===== config.mk =====
export PLATFORM = sky130hd
export DESIGN_NAME = shift_counter_param
export DESIGN_NICKNAME = d
export VERILOG_FILES = /design/src/rtl/shift_counter_pkg.sv /design/src/rtl/shift_counter_legal_chk.sv /design/src/rtl/shift_counter_param.sv
export SDC_FILE = /design/constraint.sdc
export NUM_CORES = 1
export LEC_CHECK = 0
export BUFFER_PORTS_ARGS = -buffer_cell sky130_fd_sc_hd__buf_4
export CORE_MARGIN = 2
export CORE_UTILIZATION = 30
export CTS_BUF_LIST = sky130_fd_sc_hd__clkbuf_8
export DETAILED_ROUTE_END_ITERATION = 12
export PLACE_DENSITY = 0.53
export SLEW_MARGIN = 20
export SYNTH_ARGS = -nofsm -noshare
export SYNTH_HDL_FRONTEND = slang
export SYNTH_SLANG_ARGS = --single-unit

===== constraint.sdc =====
create_clock -name clk -period 1.5 [get_ports clk]
set_input_delay 0.075 -clock clk [delete_from_list [all_inputs] [get_ports clk]]
set_output_delay 0.075 -clock clk [all_outputs]
set_load 0.05 [all_outputs]

===== src/rtl/shift_counter_pkg.sv =====
// -----------------------------------------------------------------------------
// shift_counter_pkg
//  Shared constants and helpers for the shift-register counter family.
//  Contents:
//   MODE_RING / MODE_JOHNSON  mode select encodings
//   DIR_UP / DIR_DN           shift direction encodings (toward MSB / toward LSB)
//   period(width, mode)       number of shifts in one full sequence
// -----------------------------------------------------------------------------
package shift_counter_pkg;

   localparam logic MODE_RING    = 1'b0;
   localparam logic MODE_JOHNSON = 1'b1;

   localparam logic DIR_UP = 1'b0;
   localparam logic DIR_DN = 1'b1;

   // A ring of N bits repeats after N shifts; a twisted ring needs 2N.
   function automatic int unsigned period(input int unsigned width, input logic mode);
      return (mode == MODE_JOHNSON) ? (2 * width) : width;
   endfunction

endpackage


===== src/rtl/shift_counter_legal_chk.sv =====
// -----------------------------------------------------------------------------
// shift_counter_legal_chk
//  Combinational legality check of a shift-counter state for a given mode.
//  Ring mode: legal states are exactly one-hot.
//  Johnson mode: legal states have at most one bit transition between adjacent
//  positions state[0..WIDTH-1], not counting the wrap-around pair.
//  Ports:
//   state_i    in  WIDTH  state to check
//   mode_i     in  1      MODE_RING / MODE_JOHNSON
//   illegal_o  out 1      1 when state_i is not a legal state for mode_i
// -----------------------------------------------------------------------------
module shift_counter_legal_chk
   import shift_counter_pkg::*;
#(
   parameter int WIDTH = 4
) (
   input  logic [WIDTH-1:0] state_i,
   input  logic             mode_i,
   output logic             illegal_o
);

   logic [WIDTH-2:0] edges;
   logic             one_hot;
   logic             multi_edge;

   // Bit k set where state[k] differs from state[k+1].
   assign edges = state_i[WIDTH-1:1] ^ state_i[WIDTH-2:0];

   // x & (x-1) clears the lowest set bit, so a zero result means at most one bit set.
   assign one_hot    = (state_i != '0) && ((state_i & (state_i - WIDTH'(1))) == '0);
   assign multi_edge = ((edges & (edges - (WIDTH-1)'(1))) != '0);

   assign illegal_o = (mode_i == MODE_RING) ? !one_hot : multi_edge;

endmodule


===== src/rtl/shift_counter_param.sv =====
// -----------------------------------------------------------------------------
// shift_counter_param
//  Parametrised shift-register counter with runtime ring / Johnson selection,
//  direction control, enable, synchronous load, a registered period-wrap pulse
//  and a combinational illegal-state flag.
//
//  Build option: SHIFT_COUNTER_SELF_CORRECT_EN
//   defined   - an enabled shift from an illegal state loads the mode start state
//               (ring: 1, Johnson: 0), clears the step count and suppresses wrap.
//   undefined - illegal is status only; illegal patterns keep shifting.
//
//  Parameters:
//   WIDTH      state width, 2..32
//   RESET_VAL  state forced by rst (not checked for legality)
//  Ports:
//   clk        in  1      rising-edge clock
//   rst        in  1      asynchronous active-high reset
//   en         in  1      advance one step
//   mode       in  1      0 ring, 1 Johnson
//   dir        in  1      0 toward MSB, 1 toward LSB
//   load       in  1      synchronous load of load_val (wins over en)
//   load_val   in  WIDTH  value to load
//   out        out WIDTH  registered counter state
//   wrap       out 1      registered one-cycle pulse after a full period
//   illegal    out 1      out is not a legal state for the current mode
// -----------------------------------------------------------------------------
module shift_counter_param
   import shift_counter_pkg::*;
#(
   parameter int               WIDTH     = 4,
   parameter logic [WIDTH-1:0] RESET_VAL = WIDTH'(1)
) (
   input  logic             clk,
   input  logic             rst,
   input  logic             en,
   input  logic             mode,
   input  logic             dir,
   input  logic             load,
   input  logic [WIDTH-1:0] load_val,
   output logic [WIDTH-1:0] out,
   output logic             wrap,
   output logic             illegal
);

   localparam int CNT_W = $clog2(2 * WIDTH);

   if (WIDTH < 2 || WIDTH > 32) begin : g_bad_width
      $error("shift_counter_param: WIDTH must be in 2..32");
   end

   logic [WIDTH-1:0] state_q, state_d;
   logic [CNT_W-1:0] cnt_q, cnt_d;
   logic             wrap_q, wrap_d;
   logic             mode_q;

   logic [WIDTH-1:0] shifted;
   logic [CNT_W-1:0] last_step;
   logic             mode_chg;
   logic             fb_up;
   logic             fb_dn;
   logic             illegal_now;

   shift_counter_legal_chk #(
      .WIDTH (WIDTH)
   ) u_legal_chk (
      .state_i   (state_q),
      .mode_i    (mode),
      .illegal_o (illegal_now)
   );

   // The live mode input selects the shift rule and period, so a mode change
   // takes effect on the same edge it is first seen.
   assign mode_chg  = (mode != mode_q);
   assign last_step = CNT_W'(period(WIDTH, mode) - 1);

   // Johnson feedback is the inverted bit leaving the register.
   assign fb_up   = state_q[WIDTH-1] ^ (mode == MODE_JOHNSON);
   assign fb_dn   = state_q[0]       ^ (mode == MODE_JOHNSON);
   assign shifted = (dir == DIR_UP) ? {state_q[WIDTH-2:0], fb_up}
                                    : {fb_dn, state_q[WIDTH-1:1]};

`ifdef SHIFT_COUNTER_SELF_CORRECT_EN
   logic [WIDTH-1:0] start_state;
   assign start_state = (mode == MODE_RING) ? WIDTH'(1) : '0;
`endif

   always_comb begin
      state_d = state_q;
      cnt_d   = cnt_q;
      wrap_d  = 1'b0;
      if (load) begin
         state_d = load_val;
         cnt_d   = '0;
      end else if (en) begin
`ifdef SHIFT_COUNTER_SELF_CORRECT_EN
         if (illegal_now) begin
            state_d = start_state;
            cnt_d   = '0;
         end else begin
`endif
            state_d = shifted;
            // A shift on the same edge as a mode change starts a fresh period.
            if (mode_chg) begin
               cnt_d = '0;
            end else if (cnt_q == last_step) begin
               cnt_d  = '0;
               wrap_d = 1'b1;
            end else begin
               cnt_d = cnt_q + CNT_W'(1);
            end
`ifdef SHIFT_COUNTER_SELF_CORRECT_EN
         end
`endif
      end else if (mode_chg) begin
         cnt_d = '0;
      end
   end

   always_ff @(posedge clk or posedge rst) begin
      if (rst) begin
         state_q <= RESET_VAL;
         cnt_q   <= '0;
         wrap_q  <= 1'b0;
         mode_q  <= MODE_RING;
      end else begin
         state_q <= state_d;
         cnt_q   <= cnt_d;
         wrap_q  <= wrap_d;
         mode_q  <= mode;
      end
   end

   assign out     = state_q;
   assign wrap    = wrap_q;
   assign illegal = illegal_now;

endmodule


==> results.md, run 1 <==
Place:
- The detailed-placement wirelength estimate is 1.047 mm.
- The number of I/O port buffers is 15.
- The routability congestion estimate from global placement is between 0.7 and 0.8.
- After detailed placement, the total cell area comes to 854.6 sq um.

Cells and area:
- The share of cells above drive strength 1 is 0.4302.
- 0 antenna diodes ended up in the layout.
- After filler insertion, the fill cell instance count of the layout stands at 188.
- Leaving out fill and tap cells, the most frequent cell in the layout is sky130_fd_sc_hd__buf_4.
- At the end of the flow, the number of nets in the layout was 103.
- Summing all non-filler instances in the final layout gives an area of 913.4 sq um.
- The synthesis-to-finish area growth is 44.55%.
- The top cell types in the final layout, fill and taps aside, are sky130_fd_sc_hd__buf_4 (20), sky130_fd_sc_hd__inv_1 (5), sky130_fd_sc_hd__ha_1 (5), sky130_fd_sc_hd__dfrtp_1 (5).

Synth:
- The number of nets produced by synthesis is 79.
- The share of the synthesized area in the top cell type is 0.3168.
- In this run, synthesis produced a sequential element count of 9.
- The summed instance area of the synthesized netlist is around 630 sq um.
- The synthesized design contains 0 enable-type register cells.
- The largest total area in the synthesized netlist belongs to sky130_fd_sc_hd__dfrtp_1.
- The share of synthesized flip-flops with an asynchronous set or reset is 1.000.
- The sequential share of the synthesized area is 0.3584.
- The total of warnings raised by yosys is 0.
- The distinct cell type count after synthesis is 31.
- The primary flip-flop cell chosen by synthesis mapping is sky130_fd_sc_hd__dfrtp_1.
- Yosys attributes the largest share of cell area to sky130_fd_sc_hd__dfrtp_1 (32%), sky130_fd_sc_hd__ha_1 (12%), sky130_fd_sc_hd__mux2i_1 (4.8%).
- The synthesized area per cell is 10.03 sq um.
- The count of mapped cells out of synthesis is 63.

Timing:
- Measured against its own limit, the worst slew margin works out to 0.7452.
- The final max-slew violation count is 0.
- At the pin with the least slew margin, the transition time is 0.3788 ns.
- The share of the clock period used by the worst path after layout is 1.198.
- The final count of negative-setup-slack endpoints is 1.
- Setup repair after global routing could not meet its margin everywhere.
- The maximum operating frequency is about 0.56 GHz.
- The minimum period implied by the final worst setup slack is 1.797 ns.
- The worst clock skew is 0.003922 ns.
- The count of endpoints failing hold in the final timing report was 0.
- The post-layout worst setup margin is -0.2970 ns.

Worst setup path:
- The cell with the biggest individual delay on the critical path is sky130_fd_sc_hd__dfstp_4.
- Data on the critical path arrives at its endpoint at roughly 1.7 ns.
- For the worst setup path, the data required time is approximately 1.4 ns.
- The maximum fanout count along the critical path is 2.
- On the worst path, the slowest cell contributes a delay of 0.61 ns.
- The critical path goes through inv_2, ha_4, mux2_2, o21bai_4, o311ai_4, buf_6.
- The number of cells on the worst reg-to-reg path is 4.
- The worst setup path is launched from a flip-flop.
- The category of the worst setup path capture point is an output port.
- The kind of critical path is reg2out.

GRT:
- The global-route wire length before repair is around 2.4 mm.
- The largest net degree at the start of global routing is 14.
- The total global routing track utilization is 0.1322.
- The total overflow left after global routing is 0.
- The initial antenna violation count is 0.
- The via count of the first global-routing pass is 554.

Clocking:
- The number of clock sinks is 9.
- The cell sitting at the root of the clock tree is a sky130_fd_sc_hd__clkbuf_8.
- CTS built an H-tree with a depth of 1.
- TritonCTS built the clock tree.
- The clock insertion delay at the later pin of the skew report is 0.24 ns.
- Counting the buffers created by CTS gives 3.
- In this run the post-CTS setup repair buffer count came out at 0.
- The maximum clock insertion buffer count is 2.
- The clock edge transition at the registers on the reported setup and hold paths is 0.05 ns.

Die:
- The area of the die is 2490 sq um.
- Row generation in the floorplan step produced 16 rows.
- The width of the die is roughly 50 microns.
- The core outline area is 1982 sq um.
- For this design the top-level I/O count stands at 16.
- The initial utilization of the core area, before any placement, comes to 0.3188.
- The die height is 49.90 microns.

Power:
- For this design the static power due to leakage is 0.4250 nW.
- IR analysis of the VDD net gives a maximum drop of 0.7778 mV.
- In this run the power density over the cells is 963.2 nW/um^2.
- Total power for the finished layout comes to between 0.8 and 0.9 mW.

Route:
- In the final routed layout, each cell accounts on average for 11.98 microns.
- The count of TritonRoute iterations in the first routing pass is 3.
- For this block, the initial DRC count from the detailed router was 8.
- In the routed layout, each cell is associated on average with a via count of ~4.8.
- The detailed-route wire length is 1.354 mm.
- After detailed routing, the number of remaining DRC violations is 0.
- In this run the remaining antenna-violating nets after routing total 0.
- The detailed router placed roughly 540 vias in this run.

Hold path:
- The worst hold-check path type is in2reg.
- The number of stages on the worst hold path is 2.

Run status:
- The final reports fail on negative setup slack.
- The run finished, with violations left.

Run:
- Max-cap violations in this run came to 0.
logic make-up (layout without fill, tap and decap cells):
kind of cell / Yosys count / in the layout / synth area share
AND/OR/NAND/NOR: 14 / 14 / 0.1188
XOR/XNOR: 5 / 5 / 0.08121
adder cells (fa/ha/maj): 7 / 7 / 0.1347
multiplexers: 4 / 4 / 0.06535
flip-flops: 9 / 9 / 0.3584
buffers and inverters: 9 / 32 / 0.06930
AO/OA/AOI/OAI: 15 / 15 / 0.1723
flip-flops by register name (all words and copies together) (netlist names):
signal  count
cnt_q       3
mode_q      1
out         4
wrap        1
worst max-delay path, delay by kind of cell (launching register included):
family / cells / cell delay [ns]
buf+inv: 2 / 0.20
flops: 1 / 0.61
fa+ha+maj: 1 / 0.14
mux: 1 / 0.28
compound gates: 2 / 0.24
cells in the mapped netlist (2+ instances only):
cell type / count
sky130_fd_sc_hd__a22o_1: 2
sky130_fd_sc_hd__xnor2_1: 3
sky130_fd_sc_hd__dfrtp_1: 8
sky130_fd_sc_hd__mux2i_1: 3
sky130_fd_sc_hd__buf_2: 2
sky130_fd_sc_hd__inv_1: 6
sky130_fd_sc_hd__nand2_1: 3
sky130_fd_sc_hd__a211oi_1: 3
sky130_fd_sc_hd__ha_1: 6
sky130_fd_sc_hd__nor2_1: 3
sky130_fd_sc_hd__or3_1: 2
sky130_fd_sc_hd__o21ai_0: 2
sky130_fd_sc_hd__a21o_1: 2
power by group:
part,leakage [nW],switching [mW],internal (mW)
sequential,0.111,0.0104,0.264
combinational,0.287,0.175,0.142
clock,0.0269,0.110,0.179
path summary, 6_finish.rpt:
| kind | startpoint | endpoint | slack (ns) |
|---|---|---|---|
| worst max-delay path | out[0] | illegal | -0.30 |
| worst min-delay path | load_val[2] | out[2] | 0.03 |
| worst max register to register | out[0] | out[0] | 0.24 |
| worst min register to register | cnt_q[1] | cnt_q[1] | 0.58 |
| max in group asynchronous | rst | out[0] | 0.83 |
| min in group asynchronous | rst | cnt_q[2] | 0.37 |
through the flow:
step           cells  hold WS (ns)    util  setup WS [ns]  TNS (ns)
2_1_floorplan     63      -0.09800       -        -0.1249   -0.1249
3_5_place_dp     108       0.07482  0.4312       -0.07789  -0.07789
3_3_place_gp     108       0.08363  0.4312       -0.07033  -0.07033
6_report         113       0.03446  0.4609        -0.2970   -0.2970
5_1_grt          113       0.05065  0.4609        -0.3457   -0.3457
4_1_cts          113       0.03839  0.4609        -0.3070   -0.3070
what timing repair did:
| item | 4_1_cts | 5_1_grt |
|---|---|---|
| endpoints found under the setup margin | 1 | 1 |
| hold buffers | 1 | 0 |
| pin swaps | 0 | 0 |
| gates cloned | 0 | 0 |
| hold endpoints to repair | 8 | 0 |
| resized for setup | 1 | 0 |
cell type report:
class	instances	area, sq um	area share
multi-input combinational	45	406.6	0.4452
inverter	6	22.52	0.02466
tap	27	33.78	0.03699
clock buffer	3	41.29	0.04521
clock inverter	1	3.754	0.004110
timing repair buffer	22	171.4	0.1877
sequential	9	234.0	0.2562
metal layers:
| layer | wire [microns] | vias up | share of wire | global-route usage |
|---|---|---|---|---|
| met2 | 696 | 9 | 0.51 | 0.2244 |
| met3 | 55 | 2 | 0.041 | 0.05455 |
| li1 | - | 272 | - | - |
| met1 | 590 | 254 | 0.44 | 0.1495 |
| met5 | 0 | - | 0 | 0 |
| met4 | 12 | 0 | 0.0089 | 0.04167 |
(Power assumes the default switching activity.)
==> inputs of run 2 (changes only) <==
CORE_UTILIZATION = 48   (was 30)
PLACE_DENSITY = 0.77   (was 0.53)
==> results.md, run 2 (synthesized netlist as in run 1, its figures left out) <==
Clocking:
- TritonCTS built the clock tree.
- The cell at the root of the clock tree is sky130_fd_sc_hd__clkbuf_8.
- The clock edge transition at the registers on the reported setup and hold paths is ~0.04 ns.
- The count of H-tree levels built during CTS is 1.
- The maximum clock insertion buffer count is 2.
- Clock latency on the worst-skew pair, taken at its later pin, is 0.23 ns.
- The total CTS buffers is 3.
- The number of clock sinks is 9.
- The buffers inserted during post-CTS setup optimization is 0.

GRT:
- The global-route wire length before repair is around 2.1 mm.
- The largest net degree at the start of global routing is 14.
- The initial antenna violation count is 0.
- The total congestion overflow after global routing is 0.
- The total global routing track utilization is 0.2084.
- The via count of the first global-routing pass is 512.

Cells and area:
- The multi-input combinational cells in the finished layout cover a total of 406.6 sq um.
- The top cell types in the final layout, fill and taps aside, are sky130_fd_sc_hd__buf_4 (19), sky130_fd_sc_hd__inv_1 (5), sky130_fd_sc_hd__ha_1 (5), sky130_fd_sc_hd__dfrtp_1 (5).
- The library cell used most frequently in the layout, excluding fill and tap cells, is sky130_fd_sc_hd__buf_4.
- The layout has 108 filler cells.
- Of the cells placed in the final design, the portion with a size suffix greater than 1 is 0.4235.
- 0 antenna diodes ended up in the layout.
- The net count of the finished layout is 102.
- From synthesis to final layout, the design area changed by 40.99%.
- Summing all flip-flop and latch instances after layout gives between 200 and 250 sq um.
- The flip-flop count of the largest register, all copies and words added is 4.

Route:
- In the routed layout, each cell is associated on average with a via count of between 5 and 6.
- The post-route antenna net violation count is 0.
- The number of remaining DRC errors is 0.
- The iteration-0 DRC count of the detailed router is 4.
- The detailed-route wire length is 1.391 mm.
- The detailed router put a total of between 500 and 600 microns of wire on met1.
- The met2 wire length is about 750 microns.
- For this run, the detailed router's first-pass iteration total came to 2.
- The via count is 540.
- Routed signal wires occupy layers up through met4.
- The total met3 wirelength after detailed routing is 53 microns.
- The average detailed-routed wire length per instance is 13.91 microns.

Worst setup path:
- At the worst endpoint, the arrival time is 1.75 ns.
- The setup path with the least slack is of type reg2out.
- Along the worst path, the maximum fanout reaches 2.
- In this run the register-to-register setup slack is 0.21 ns.
- The category of the worst setup path capture point is an output port.
- The required time at the endpoint of the critical path is 1.42 ns.
- STA classifies the critical path startpoint as a flip-flop.

Run:
- The tool flagged a number of max-cap violations equal to 0.

Timing:
- The worst slew slack as a fraction of its limit is 0.7583.
- The final max-slew violation count was 0.
- Setup violations remaining at the end of the flow were counted as 1.
- Once routing completed, OpenROAD measured the worst setup slack at -0.3240 ns.
- The count of endpoints failing hold in the final timing report is 0.
- For this run, the top clock speed supported by timing is 0.5482 GHz.
- The worst clock skew is 0.002037 ns.
- At the pin with the least slew margin, the transition time is 0.3594 ns.
- The share of the clock period used by the worst path after layout is 1.216.
- Subtracting the final worst setup slack from the clock period gives ~1.8 ns.
- Setup repair after global routing could not meet its margin everywhere.

Hold path:
- The worst hold path belongs to the class in2reg.

Place:
- In this run the tool buffered the top-level ports with 15 buffer cells.
- The routability congestion estimate from global placement is 0.6547.
- Before CTS, the worst setup slack after placement is -0.1156 ns.
- Once detailed placement completed, the half-perimeter wirelength came to 1.099 mm.

Die:
- The core outline area is 1269 sq um.
- The area of the die is 1622 sq um.
- The row count is 13.
- The effective utilization at floorplan is 0.4980.
- The I/O pin total is 16.
- The die height is 40.28 microns.
- The width of the die is about 40 microns.

Power:
- Of the total power, combinational logic draws 0.368.
- The sequential share of power is 0.321.
- Of the total power, the share spent switching nets is 0.3252.
- The static power due to leakage is 0.4203 nW.
- After layout, the design draws a total of 0.8602 mW.
- The share of power burned in the clock network is 0.311.
- In this run the power spent charging and discharging nets is 0.2798 mW.
- The cell internal power dissipation is 0.5805 mW.
- The worst-case IR drop observed on VDD is 0.7006 mV.
- The power density of the placed cells is 965.6 nW/um^2.

Run status:
- The checks that failed: negative setup slack.
- The run finished, with violations left.
==> run 2: changes by cell type in the layout (fill, tap and decap cells not counted) <==
cell / before / now
sky130_fd_sc_hd__buf_4: 20 / 19
==> run 2: per-stage QoR <==
| stage | setup TNS (ns) | instances | utilization | cell area [sq um] | hold slack, ns |
|---|---|---|---|---|---|
| CTS | -0.3439 | 100 | 0.7022 | 890.9 | 0.06837 |
| finish | -0.3240 | 100 | 0.7022 | 890.9 | 0.06733 |
| global route | -0.3635 | 100 | 0.7022 | 890.9 | 0.06616 |
| global placement | -0.07223 | 95 | 0.6558 | 832.0 | 0.06504 |
| detailed placement | -0.1156 | 95 | 0.6558 | 832.0 | 0.06122 |
| floorplan | -0.1249 | 63 | - | 684.4 | -0.09800 |
==> run 2: cell type report <==
type,count,share of cell area
multi-input cells,45,0.4565
flip-flops and latches,9,0.2626
repair buffers,21,0.1840
clock buffers,3,0.04635
inverters,6,0.02528
well taps,15,0.02107
clock inverters,1,0.004213
==> run 2: power by group through the flow <==
stage                     sequential (mW)  combinational [mW]  clock (mW)
final                               0.276               0.317       0.268
after global routing                0.278               0.342       0.290
after CTS                           0.276               0.321       0.281
after detailed placement            0.279               0.313           0
after global placement              0.279               0.303           0
after floorplan                     0.328               0.165           0
==> run 2: worst max-delay path: stages (launching register included) <==
cell	delay [ns]
sky130_fd_sc_hd__dfstp_4	0.61
sky130_fd_sc_hd__inv_2	0.04
sky130_fd_sc_hd__ha_4	0.14
sky130_fd_sc_hd__mux2_2	0.29
sky130_fd_sc_hd__o21bai_4	0.15
sky130_fd_sc_hd__o311ai_4	0.12
sky130_fd_sc_hd__buf_6	0.17
==> run 2: metal layers <==
metal  track usage  vias to the layer above
li1              -                      267
met1        0.2195                      257
met2        0.3831                       12
met3       0.03333                        4
met4        0.1250                        0
met5             0                        -
==> run 2: path summary, 6_finish.rpt <==
kind                                   from       end  cells past startpoint
worst max-delay path                 out[0]   illegal                      6
worst max register to register     cnt_q[0]  cnt_q[2]                      4
worst min-delay path            load_val[2]    out[2]                      2
max in group asynchronous               rst    out[0]                      3
worst min register to register     cnt_q[0]  cnt_q[0]                      2
min in group asynchronous               rst  cnt_q[2]                      3
==> run 2: what timing repair did <==
item                                    4_1_cts  5_1_grt
pin swaps                                     0        0
hold endpoints to repair                      8        0
hold buffers                                  1        0
resized for setup                             1        0
endpoints found under the setup margin        1        1
==> inputs of run 3 (changes only) <==
CORE_AREA = 2 2 39 41   (was default)
CORE_MARGIN = default   (was 2)
CORE_UTILIZATION = default   (was 48)
DIE_AREA = 0 0 41 43   (was default)
PLACE_DENSITY = 0.74   (was 0.77)
clock period = 1.9 ns   (was 1.5 ns; I/O delays follow)
==> results.md, run 3 (synthesized netlist as in run 1, its figures left out) <==
Timing:
- Once routing completed, OpenROAD measured the worst setup slack at 0.07745 ns.
- Setup violations remaining at the end of the flow were counted as 0.
- The minimum period implied by the final worst setup slack is between 1.5 and 2 ns.
- The final max-slew violation count is 0.
- The worst clock skew is 0.001123 ns.
- The worst slew slack as a fraction of its limit is 0.7495.
- The count of endpoints failing hold in the final timing report is 0.
- The share of the clock period used by the worst path after layout is 0.9592.
- At the pin with the least slew margin, the transition time is approximately 0.37 ns.
- Timing would allow up to between 0.5 and 0.6 GHz.
- Hold is met by 0.06385 ns.
- Adding up every negative setup slack in the final design gives 0 ns.
- Setup repair after global routing left no endpoint under its margin.

Route:
- The via count is 525.
- In this run the remaining antenna-violating nets after routing total 0.
- The final layout contains routed wiring with a total length of 1.311 mm.
- The count of TritonRoute iterations in the first routing pass is 4.
- The average detailed-routed wire length per instance is 13.11 microns.
- The number of remaining DRC errors is 0.
- Dividing the detail-routed via count by the number of cells gives between 5 and 6.
- The iteration-0 DRC count of the detailed router is 3.

Worst setup path:
- Across all register-to-register paths, the minimum setup slack is around 0.63 ns.
- The launching instance or port of the critical path is out[0].
- In this run the critical register-to-register path is captured at cnt_q[2].
- The kind of critical path is reg2out.
- The signal on the critical path passes through inv_1, ha_1, maj3_2, nand2_2, o311ai_4, buf_6.
- The data arrival time of the critical path is around 1.7 ns.
- The startpoint of the worst register-to-register path is cnt_q[0].
- The number of buffers and inverters on the critical path is 2.
- The category of the worst setup path capture point is an output port.
- For the worst flop-to-flop path, the logic depth is 4.
- For the worst setup path, the data required time is around 1.8 ns.
- The longest individual stage delay on the worst path is 0.52 ns.
- The worst setup path is launched from a flip-flop.
- For this design, the slowest cell found on the critical path is sky130_fd_sc_hd__dfstp_2.
- In this design, the largest share of critical-path delay is due to adder cells.
- Of all nets on the critical path, the largest fanout is 2.

Place:
- The routability congestion estimate from global placement is 0.6362.
- After detailed placement, the total cell area comes to 768.2 sq um.
- The count of buffers added on input and output ports is 15.
- The detailed-placement wirelength estimate is 944.2 microns.
- Before CTS, the worst setup slack after placement is 0.1990 ns.

Die:
- The I/O pin total is 16.
- The floorplan step defined a die boundary enclosing 1763 sq um.
- In this run the standard cell core region covers 1384 sq um.
- Measured along the y axis, the die boundary spans 43 microns.
- The row count is 14.
- The width of the die is 41 microns.
- For this configuration, the core starts out at a cell density of 0.4566.

GRT:
- The total congestion overflow after global routing is 0.
- The largest net degree at the start of global routing is 14.
- The global-route wire length before repair is 2.152 mm.
- The initial antenna violation count is 0.
- The total global routing track utilization is 0.1879.
- The via count of the first global-routing pass is 525.

Run status:
- The run finished with clean final reports.

Run:
- The tool flagged a number of max-cap violations equal to 0.

Cells and area:
- The flip-flop count of the largest register, all copies and words added is 4.
- From synthesis to final layout, the design area changed by 35.64%.
- Leaving out fill and tap cells, the most frequent cells in the layout are sky130_fd_sc_hd__buf_4 (18), sky130_fd_sc_hd__dfrtp_1 (8), sky130_fd_sc_hd__inv_1 (7), sky130_fd_sc_hd__ha_1 (6).
- The layout has 123 filler cells.
- After routing the design area is 857.1 sq um.
- The total inserted antenna cells is 0.
- The most frequent standard cell in the layout excluding fill and tap cells is sky130_fd_sc_hd__buf_4.
- The share of cells above drive strength 1 is 0.3452.
- The number of nets in the layout is 101.

Hold path:
- The worst hold path passes through 2 cells.
- The worst min-delay path endpoint is out[2].
- The worst hold path belongs to the class in2reg.
- The worst hold path begins at load_val[2].

Clocking:
- The clock insertion delay at the later pin of the skew report is about 0.23 ns.
- CTS placed an instance of sky130_fd_sc_hd__clkbuf_8 at the clock tree root.
- The clock drives 9 sinks.
- The clock tree from TritonCTS is done.
- No sink is reached through more buffers than the 2 on the longest clock path.
- The total CTS buffers is 3.
- CTS built an H-tree with a depth of 1.
- Clock-pin slew was measured on the worst setup and hold paths at ~0.04 ns.

Power:
- Dividing total power by cell area gives a power density of 778.0 nW/um^2.
- The total power after layout is 0.6668 mW.
- Across the VDD grid, the largest voltage drop is 0.5742 mV.
- In this run the static leakage power is around 0.42 nW.
[run 3: cell types whose count changed in the layout (fill, tap and decap cells not counted), sizes merged]
cell / change
buf: -1
[run 3: timing repair]
action	CTS	global route
endpoints found under the setup margin	1	1
setup buffers	3	0
hold buffers	1	0
endpoints found under the hold margin	8	0
gates resized for setup	1	3
[run 3: layout make-up]
type	count	area (sq um)	share of cell area
sequential	9	226.5	0.2642
clock inverter	1	3.754	0.004380
timing repair buffer	20	156.4	0.1825
clock buffer	3	41.29	0.04818
inverter	6	22.52	0.02628
multi-input combinational	45	386.6	0.4511
tap	16	20.02	0.02336
[run 3: worst max-delay path by stage]
stage                     cells past startpoint  endpoint  slack [ns]
after global routing                          6   illegal        0.03
after global placement                        6   illegal        0.24
after detailed placement                      6   illegal        0.20
after CTS                                     6   illegal      0.0005
final                                         6   illegal        0.08
after floorplan                               5   illegal       0.009
[run 3: per-stage QoR]
step / instances / util
after floorplan: 63 / -
after global placement: 92 / 0.5552
after detailed placement: 92 / 0.5552
after CTS: 100 / 0.6139
after global routing: 100 / 0.6193
final: 100 / 0.6193
[run 3: metal layers]
| metal | vias up | GRT usage | share of wire |
|---|---|---|---|
| met1 | 248 | 0.2109 | 0.41 |
| li1 | 265 | - | - |
| met5 | - | 0 | 0 |
| met4 | 0 | 0.1200 | 0.022 |
| met2 | 10 | 0.3063 | 0.54 |
| met3 | 2 | 0.03141 | 0.034 |
[run 3: where the power goes]
group	leakage (nW)	internal, mW	total, mW	switching [mW]
registers	0.113	0.206	0.214	0.00789
logic	0.278	0.102	0.236	0.134
clock network	0.0269	0.141	0.217	0.0764
